--- src/rtl/adder_pkg.sv ---
// Shared types and helpers for the chunked sequential adder.
package adder_pkg;

  typedef enum logic [1:0] {
    IDLE = 2'd0,
    RUN  = 2'd1,
    DONE = 2'd2
  } state_e;

  // Minimum width of 1 so a single-chunk build still gets a usable counter.
  function automatic int idx_width(input int n);
    if (n <= 2) begin
      return 1;
    end else begin
      return $clog2(n);
    end
  endfunction

endpackage

--- src/rtl/chunk_adder.sv ---
// CHUNK-bit ripple-carry adder built from full-adder cells.
module chunk_adder #(
  parameter int CHUNK = 4
) (
  input  logic [CHUNK-1:0] x,
  input  logic [CHUNK-1:0] y,
  input  logic             ci,
  output logic [CHUNK-1:0] s,
  output logic             co,
  output logic             c_msb_in
);

  logic [CHUNK:0] c_s;

  assign c_s[0] = ci;

  for (genvar i = 0; i < CHUNK; i++) begin : g_fa
    assign s[i]     = x[i] ^ y[i] ^ c_s[i];
    assign c_s[i+1] = (x[i] & y[i]) | (c_s[i] & (x[i] ^ y[i]));
  end

  assign co       = c_s[CHUNK];
  // Carry entering the top bit; XOR with co gives signed overflow.
  assign c_msb_in = c_s[CHUNK-1];

endmodule

--- src/rtl/seq_adder.sv ---
// Multi-cycle adder/subtractor: adds CHUNK bits per cycle, LS chunk first,
// with valid/ready on both sides and a held result.
module seq_adder
  import adder_pkg::*;
#(
  parameter int WIDTH = 16,
  parameter int CHUNK = 4
) (
  input  logic             clk,
  input  logic             rst,
  input  logic             in_valid,
  output logic             in_ready,
  input  logic [WIDTH-1:0] a,
  input  logic [WIDTH-1:0] b,
  input  logic             cin,
  input  logic             sub,
  output logic             out_valid,
  input  logic             out_ready,
  output logic [WIDTH-1:0] sum,
  output logic             cout,
  output logic             ovf
);

  localparam int NCHUNK = WIDTH / CHUNK;
  localparam int IW     = idx_width(NCHUNK);
  localparam int LW     = idx_width(WIDTH);
  localparam logic [IW-1:0] LAST_IDX = IW'(NCHUNK - 1);

  if ((WIDTH % CHUNK) != 0) begin : g_bad_chunk
    $error("seq_adder: WIDTH must be a multiple of CHUNK");
  end

  state_e           state_q, state_d;
  logic [WIDTH-1:0] a_q, a_d;
  logic [WIDTH-1:0] b_q, b_d;
  logic             carry_q, carry_d;
  logic [IW-1:0]    idx_q, idx_d;
  logic [WIDTH-1:0] sum_q, sum_d;
  logic             cout_q, cout_d;
  logic             ovf_q, ovf_d;
  logic             out_valid_q, out_valid_d;

  logic [LW-1:0]    lo_s;
  logic [CHUNK-1:0] x_s, y_s, s_s;
  logic             co_s, c_msb_s;
  logic             last_s;

  always_ff @(posedge clk) begin
    if (rst) begin
      state_q <= IDLE;
    end else begin
      state_q <= state_d;
    end
  end

  always_comb begin
    state_d = state_q;
    case (state_q)
      IDLE:    if (in_valid)  state_d = RUN;
      RUN:     if (last_s)    state_d = DONE;
      DONE:    if (out_ready) state_d = IDLE;
      default: state_d = IDLE;
    endcase
  end

  always_comb begin
    in_ready = (state_q == IDLE);
  end

  // Select the active chunk of both latched operands.
  always_comb begin
    lo_s   = LW'(idx_q) * LW'(CHUNK);
    x_s    = a_q[lo_s +: CHUNK];
    y_s    = b_q[lo_s +: CHUNK];
    last_s = (idx_q == LAST_IDX);
  end

  chunk_adder #(.CHUNK(CHUNK)) u_chunk (
    .x        (x_s),
    .y        (y_s),
    .ci       (carry_q),
    .s        (s_s),
    .co       (co_s),
    .c_msb_in (c_msb_s)
  );

  always_comb begin
    a_d         = a_q;
    b_d         = b_q;
    carry_d     = carry_q;
    idx_d       = idx_q;
    sum_d       = sum_q;
    cout_d      = cout_q;
    ovf_d       = ovf_q;
    out_valid_d = out_valid_q;
    case (state_q)
      IDLE: begin
        if (in_valid) begin
          // Subtraction is A + ~B + 1, so fold the inversion in at capture.
          a_d     = a;
          b_d     = sub ? ~b : b;
          carry_d = sub ? 1'b1 : cin;
          idx_d   = '0;
        end
      end
      RUN: begin
        sum_d[lo_s +: CHUNK] = s_s;
        carry_d              = co_s;
        if (last_s) begin
          cout_d      = co_s;
          ovf_d       = co_s ^ c_msb_s;
          out_valid_d = 1'b1;
        end else begin
          idx_d = idx_q + IW'(1);
        end
      end
      DONE: begin
        if (out_ready) begin
          out_valid_d = 1'b0;
        end
      end
      default: begin
        out_valid_d = 1'b0;
      end
    endcase
  end

  always_ff @(posedge clk) begin
    if (rst) begin
      a_q         <= '0;
      b_q         <= '0;
      carry_q     <= 1'b0;
      idx_q       <= '0;
      sum_q       <= '0;
      cout_q      <= 1'b0;
      ovf_q       <= 1'b0;
      out_valid_q <= 1'b0;
    end else begin
      a_q         <= a_d;
      b_q         <= b_d;
      carry_q     <= carry_d;
      idx_q       <= idx_d;
      sum_q       <= sum_d;
      cout_q      <= cout_d;
      ovf_q       <= ovf_d;
      out_valid_q <= out_valid_d;
    end
  end

  assign out_valid = out_valid_q;
  assign sum       = sum_q;
  assign cout      = cout_q;
  assign ovf       = ovf_q;

endmodule

--- config.mk ---
export PLATFORM = sky130hd
export DESIGN_NAME = seq_adder
export DESIGN_NICKNAME = d
export VERILOG_FILES = /design/src/rtl/adder_pkg.sv /design/src/rtl/chunk_adder.sv /design/src/rtl/seq_adder.sv
export SDC_FILE = /design/constraint.sdc
export NUM_CORES = 1
export LEC_CHECK = 0
export CAP_MARGIN = 20
export CORE_ASPECT_RATIO = 1.5
export CORE_MARGIN = 4
export CORE_UTILIZATION = 40
export CTS_CLUSTER_SIZE = 30
export DETAILED_ROUTE_END_ITERATION = 7
export PLACE_DENSITY = 0.73
export SYNTH_ARGS = -nofsm -noshare
export SYNTH_HDL_FRONTEND = slang
export SYNTH_SLANG_ARGS = --single-unit
--- constraint.sdc ---
create_clock -name clk -period 2.7 [get_ports clk]
set_input_delay 0.54 -clock clk [delete_from_list [all_inputs] [get_ports clk]]
set_output_delay 0.54 -clock clk [all_outputs]
set_load 0.05 [all_outputs]
* Word level (Yosys, flattened, before mapping)
Cells that the tools add are included.
Operators by class: add/sub/neg operators 2, muxes and demuxes 15, multiply operators 0, reductions and logical operators 8, shift-type cells 4, div/mod/pow operators 0, magnitude comparators 0, eq/ne operators 7, bitwise gates (word level) 23
Operators by type and width (count):
- variable part select 16 x 5 -> 4 bit | 2
- bitwise mux 16 bit | 1
- 2-to-1 mux 16 bit | 1
- NOT 16 bit | 1
- variable shift 4 x 6 -> 16 bit, first input constant | 1
- variable part select 4 x 6 -> 16 bit | 1
- 2-to-1 mux 2 bit | 5
- AND reduction 3 bit | 3
- bitwise XOR 1 bit | 9
- AND 1 bit | 8
- inequality test 2 bit, second input constant | 4
- negator 4 -> 6 bit | 1
- one-hot mux 2 bit (3 select lines) | 1
- AND reduction 2 bit | 3
- equality test 2 bit, second input constant | 2
- 2-to-1 mux 1 bit | 4
- bitwise OR 1 bit | 4
- one-hot mux 2 bit (2 select lines) | 1
- one-hot mux 1 bit (3 select lines) | 1
- adder 2 x 1 -> 2 bit, second input constant | 1
- equality test 2 x 1 -> 1 bit, second input constant | 1
- zero test 2 bit | 1
- one-hot mux 1 bit (2 select lines) | 1
- nonzero test 2 bit | 1
- NOT 1 bit | 1
Word-level totals: input bits 38, memories kept 0, bits in writable memories 0, logic and storage cells 68, latch bits 0, output and inout bits 20, ROM bits 0, bits in registers 56

* Longest topological paths before layout
word-level depth 11, depth in mapped cells 11, gate-level depth less buffers 10

* Hierarchy
A second synthesis with hierarchy kept.
Second synthesis, totals: cells, all modules 281, area, all modules 2641.3 um^2
Modules (own cells, without submodules):
- seq_adder | area each 2531.2 um^2, sequential area each 1121.1 um^2, cells an instance 269, instances 1
- chunk_adder | area each 110.1 um^2, sequential area each 0.0 um^2, cells an instance 12, instances 1

* Worst setup path after synthesis
No wires, ideal clock.
path kind register to register, start point reg idx_q[0], end point reg sum_q[15] (netlist: sum[15]), stages on the path, launching flop included 11, arrival 2793 ps, path buffers 1, library setup time 128 ps, setup slack -221 ps, clock period less this slack 2921 ps, path through dfxtp_1 buf_2 mux4_2 inv_1 fa_1 fa_1 inv_1 fa_1 fa_1 a32oi_1 nor2_1
On the way: cells in the longest elaborated chain, start to end 11, elaborated cells on any way between the ends 23
RTL lines:
- from (decl) | RTL line seq_adder.sv:37 | logic [IW-1:0] idx_q, idx_d;
- from (signal assigned) | RTL line seq_adder.sv:142 | idx_q <= idx_d;
- variable part select 16 x 5 -> 4 bit (on tied branches) | RTL line seq_adder.sv:73, seq_adder.sv:74
- bitwise XOR 1 bit | RTL line chunk_adder.sv:18, chunk_adder.sv:19
- AND 1 bit | RTL line chunk_adder.sv:19 | assign c_s[i+1] = (x[i] & y[i]) | (c_s[i] & (x[i] ^ y[i]));
- bitwise OR 1 bit | RTL line chunk_adder.sv:19
- AND 1 bit | RTL line chunk_adder.sv:19
- bitwise OR 1 bit | RTL line chunk_adder.sv:19
- AND 1 bit | RTL line chunk_adder.sv:19
- bitwise OR 1 bit | RTL line chunk_adder.sv:19
- bitwise XOR 1 bit | RTL line chunk_adder.sv:18 | assign s[i] = x[i] ^ y[i] ^ c_s[i];
- variable part select 4 x 6 -> 16 bit | RTL line seq_adder.sv:107 | sum_d[lo_s +: CHUNK] = s_s;
- bitwise mux 16 bit * | RTL line seq_adder.sv:107
- to (signal assigned) | RTL line seq_adder.sv:143 | sum_q <= sum_d;
- to (decl) | RTL line seq_adder.sv:38 | logic [WIDTH-1:0] sum_q, sum_d;
Mark *: on every way between the ends. The rest lies on a longest branch, timed or not. A chain may end at the register's enable or synchronous reset.

* Final worst setup path
start point reg idx_q[0], end point reg sum_q[7] (netlist: sum[7])
Same word-level chain as after synthesis.

==> impl_results.rst <==
.. list-table::
   :header-rows: 1

   * - Metric
     - Value
   * - Number of antenna violations at the first check in global routing
     - 0
   * - Global-route usage over all layers
     - 0.149
   * - CTS root buf
     - sky130_fd_sc_hd__clkbuf_8
   * - Proportion of layout cells with a drive suffix above 1
     - 0.121
   * - R2r setup slk
     - 0.02 ns
   * - Status
     - completed
   * - Post-synthesis sequential area ratio
     - 0.426
   * - Net count after synthesis
     - 330
   * - Post-synth EDFFs
     - 0
   * - Peak fanout along the critical path
     - 5
   * - Critical hold path startpoint
     - sum[5]
   * - Count of boundary I/O pins
     - 58
   * - Lkg Pwr
     - 1.21 nW
   * - Via-per-instance ratio
     - 5.17
   * - Kind of launch point of the worst setup path
     - flop
   * - Reg clk slew, reported paths
     - 0.11 ns
   * - Clk network pwr share
     - 0.272
   * - Area added between synthesis and finish
     - 29.4%
   * - Required time at the worst-slack endpoint
     - 2.95 ns
   * - Sequential group share of total power
     - 0.521
   * - Mapped cell area
     - 2630 um^2
   * - Transition time at the pin with the least slew margin
     - 0.688 ns
   * - Number of endpoints with negative hold slack in the final report
     - 0
   * - GRT overflow
     - 0
   * - Unrepaired setup endpoints after global routing
     - true
   * - Class of the tightest hold or removal check
     - reg -> reg
   * - Arrival time worst endpoint
     - 2.93 ns
   * - Setup violation total in the final timing report
     - 0
   * - Internal power of the cells
     - 1.23 mW
   * - Wire length of the first global-routing pass
     - 9.32 mm
   * - Layout Nets
     - 386
   * - Wire length per cell after detailed routing
     - 13.7 um
   * - Count of warnings emitted by yosys
     - 0
   * - Num CTS Buffers
     - 5
   * - R2r worst-path depth
     - 9
   * - Remaining routing DRC violations
     - 0
   * - Proportion of synthesized flip-flops having asynchronous set or reset
     - 0
   * - Classification of the worst setup path
     - reg -> reg
   * - Die boundary width
     - 74.3 um
   * - Number of fillers in the final layout
     - 608
   * - Power per Cell Area
     - 503 nW/um^2
   * - Antenna Nets Post-Route
     - 0
   * - Switching pwr
     - 0.487 mW
   * - Post-Route Setup TNS
     - 0 ns
   * - Number of H-tree levels
     - 2
   * - Synth Flop Type
     - sky130_fd_sc_hd__dfxtp_1
   * - Number of clock sinks
     - 56
   * - Total length of routed wires
     - 5.71 mm
   * - Period utilisation layout
     - 0.994
   * - Max Slew Vio Count
     - 0
   * - Reg2reg start
     - idx_q[0]
   * - Via total after detailed routing
     - 2145
   * - Vias in the first global route
     - 2075
   * - Worst flop-to-flop path endpoint
     - sum[7]
   * - Input/output buffers
     - 57
   * - Overall Power
     - 1.71 mW
   * - Count of distinct cell types in the synthesized netlist
     - 37
   * - Maximum achievable frequency
     - 0.372 GHz
   * - Worst rel slew slack
     - 0.542
   * - Diode insertion count for antenna repair
     - 0
   * - Worst skew pair latency
     - 0.31 ns
   * - Max Clock Skew
     - 0.0106 ns
   * - First-pass detailed-route iteration total
     - 4
   * - Time the worst path needs with I/O delays and setup
     - 2.68 ns
   * - Site Rows
     - 36
   * - Type of element capturing the critical path
     - flop
   * - Portion of total power attributed to combinational logic
     - 0.207
   * - Core area
     - 6440 um^2
   * - Floorplan die height
     - 107 um
   * - Register bit count reported by yosys
     - 56
   * - GPL Wtd Cong
     - 0.789
   * - Die area
     - 7970 um^2
   * - Synthesized instance count
     - 282
   * - Switch share
     - 0.284
   * - Starting density of the core
     - 0.409
   * - Largest net degree at the start of global routing
     - 49
   * - HPWL reported at the end of detailed placement
     - 4.35 mm
   * - Min-Delay Path Depth
     - 2
   * - TritonCTS clock tree
     - yes
   * - Number of DRC markers after the initial detailed-route iteration
     - 131
   * - Sink of the worst hold path
     - sum[5]
   * - Hold bufs inserted after CTS
     - 0
   * - Max-capacitance violation count
     - 0
   * - Clock buffer depth
     - 2
   * - Avg Cell Area, Syn
     - 9.34 um^2
   * - Highest ir drop seen on vdd
     - 265 uV
cell usage after synthesis (2+ instances only):
cell type	count	area, um^2
sky130_fd_sc_hd__nand2_1	42	158
sky130_fd_sc_hd__nand4_1	2	12.5
sky130_fd_sc_hd__nand2b_1	6	37.5
sky130_fd_sc_hd__nand3b_1	4	30.0
sky130_fd_sc_hd__nor2_1	28	105
sky130_fd_sc_hd__or3_1	3	18.8
sky130_fd_sc_hd__or3b_1	2	17.5
sky130_fd_sc_hd__a32oi_1	8	70.1
sky130_fd_sc_hd__buf_1	4	15.0
sky130_fd_sc_hd__ha_1	6	75.1
sky130_fd_sc_hd__a21oi_1	26	130
sky130_fd_sc_hd__o32ai_1	3	26.3
sky130_fd_sc_hd__inv_1	13	48.8
sky130_fd_sc_hd__xnor2_1	16	140
sky130_fd_sc_hd__nor3_1	3	15.0
sky130_fd_sc_hd__a211oi_1	16	120
sky130_fd_sc_hd__o32ai_2	2	32.5
sky130_fd_sc_hd__clkbuf_1	6	22.5
sky130_fd_sc_hd__buf_2	9	45.0
sky130_fd_sc_hd__mux4_2	8	180
sky130_fd_sc_hd__dfxtp_1	56	1120
sky130_fd_sc_hd__fa_1	4	80.1
area by class of cell:
class                      count  area [um^2]  area share
inverter                      13         48.8      0.0143
tap                           76         95.1      0.0279
timing repair buffer          69          656       0.192
clock buffer                   6         72.6      0.0213
multi-input combinational    193         1390       0.409
sequential                    56         1120       0.330
clock inverter                 2         16.3     0.00477
cell families after synthesis:
logic type / count (synthesis) / share of synthesized area
XOR/XNOR: 17 / 0.0565
adder cells (fa/ha/maj): 10 / 0.0589
buffers and inverters: 33 / 0.0527
AND/OR/NAND/NOR: 99 / 0.181
flip-flops: 56 / 0.426
AO/OA/AOI/OAI: 58 / 0.153
multiplexers: 9 / 0.0722
metal layers:
layer / vias to the layer above / track usage / wire length (um)
li1: 1089 / - / -
met1: 992 / 0.169 / 2270
met2: 52 / 0.270 / 3070
met3: 12 / 0.0262 / 231
met4: 0 / 0.0547 / 132
met5: - / 0 / 0
what timing repair did:
action,in CTS,in global routing
buffers inserted,1,1
gates resized for setup,4,4
pin swaps,3,8
setup endpoints to repair,4,5
power by group through the flow:
stage / clock [mW] / combinational [mW] / sequential [mW]
global placement: 0 / 0.343 / 0.913
detailed placement: 0 / 0.349 / 0.913
floorplan: 0 / 0.215 / 0.920
finish: 0.466 / 0.354 / 0.893
global route: 0.512 / 0.386 / 0.899
CTS: 0.480 / 0.355 / 0.894
critical path: stages (launching register included):
cell	delay [ns]
sky130_fd_sc_hd__dfxtp_4	0.40
sky130_fd_sc_hd__mux4_2	0.51
sky130_fd_sc_hd__inv_2	0.07
sky130_fd_sc_hd__fa_2	0.20
sky130_fd_sc_hd__fa_2	0.19
sky130_fd_sc_hd__inv_2	0.04
sky130_fd_sc_hd__fa_2	0.36
sky130_fd_sc_hd__fa_2	0.60
sky130_fd_sc_hd__nand4_1	0.12
sky130_fd_sc_hd__a21oi_2	0.13
per-stage QoR:
step	setup WS [ns]	util	instances	hold slack, ns	cell area (um^2)
after floorplan	-0.000223	-	282	0.433	2650
after global placement	0.0546	0.511	405	0.437	3290
after detailed placement	-0.0189	0.511	405	0.444	3290
after CTS	0.000836	0.527	414	0.456	3390
after global routing	-0.0957	0.529	415	0.480	3410
final	0.0151	0.529	415	0.455	3410
worst max path at each step:
| stage | depth (start not counted) | endpoint | startpoint | slack (ns) |
|---|---|---|---|---|
| global route | 9 | sum[7] | idx_q[0] | -0.1 |
| detailed placement | 9 | sum[15] | idx_q[0] | -0.02 |
| CTS | 9 | sum[7] | idx_q[0] | 0.0008 |
| floorplan | 10 | sum[15] | idx_q[0] | -0.0002 |
| global placement | 9 | sum[3] | idx_q[0] | 0.05 |
| finish | 9 | sum[7] | idx_q[0] | 0.02 |
layout by cell type (no fill, tap or decap), types with 2 or more instances in the layout:
| master | instances |
|---|---|
| sky130_fd_sc_hd__nand2_1 | 42 |
| sky130_fd_sc_hd__dfxtp_1 | 55 |
| sky130_fd_sc_hd__or3_1 | 3 |
| sky130_fd_sc_hd__o32ai_2 | 2 |
| sky130_fd_sc_hd__a21oi_1 | 25 |
| sky130_fd_sc_hd__nand4_1 | 2 |
| sky130_fd_sc_hd__a211oi_1 | 16 |
| sky130_fd_sc_hd__nor3_1 | 3 |
| sky130_fd_sc_hd__clkdlybuf4s50_1 | 56 |
| sky130_fd_sc_hd__buf_4 | 12 |
| sky130_fd_sc_hd__nand2b_1 | 6 |
| sky130_fd_sc_hd__o32ai_1 | 3 |
| sky130_fd_sc_hd__a32oi_1 | 8 |
| sky130_fd_sc_hd__inv_2 | 3 |
| sky130_fd_sc_hd__inv_1 | 10 |
| sky130_fd_sc_hd__clkbuf_8 | 5 |
| sky130_fd_sc_hd__fa_2 | 4 |
| sky130_fd_sc_hd__nand3b_1 | 4 |
| sky130_fd_sc_hd__or3b_1 | 2 |
| sky130_fd_sc_hd__ha_1 | 6 |
| sky130_fd_sc_hd__xnor2_1 | 16 |
| sky130_fd_sc_hd__mux4_2 | 8 |
| sky130_fd_sc_hd__nor2_1 | 28 |
flip-flops by register name, indices dropped and copies added, names as in the netlist:
signal / count
ovf: 1
cout: 1
carry_q: 1
b_q: 16
idx_q: 2
state_q: 2
out_valid: 1
a_q: 16
sum: 16
(Power assumes the default switching activity.)
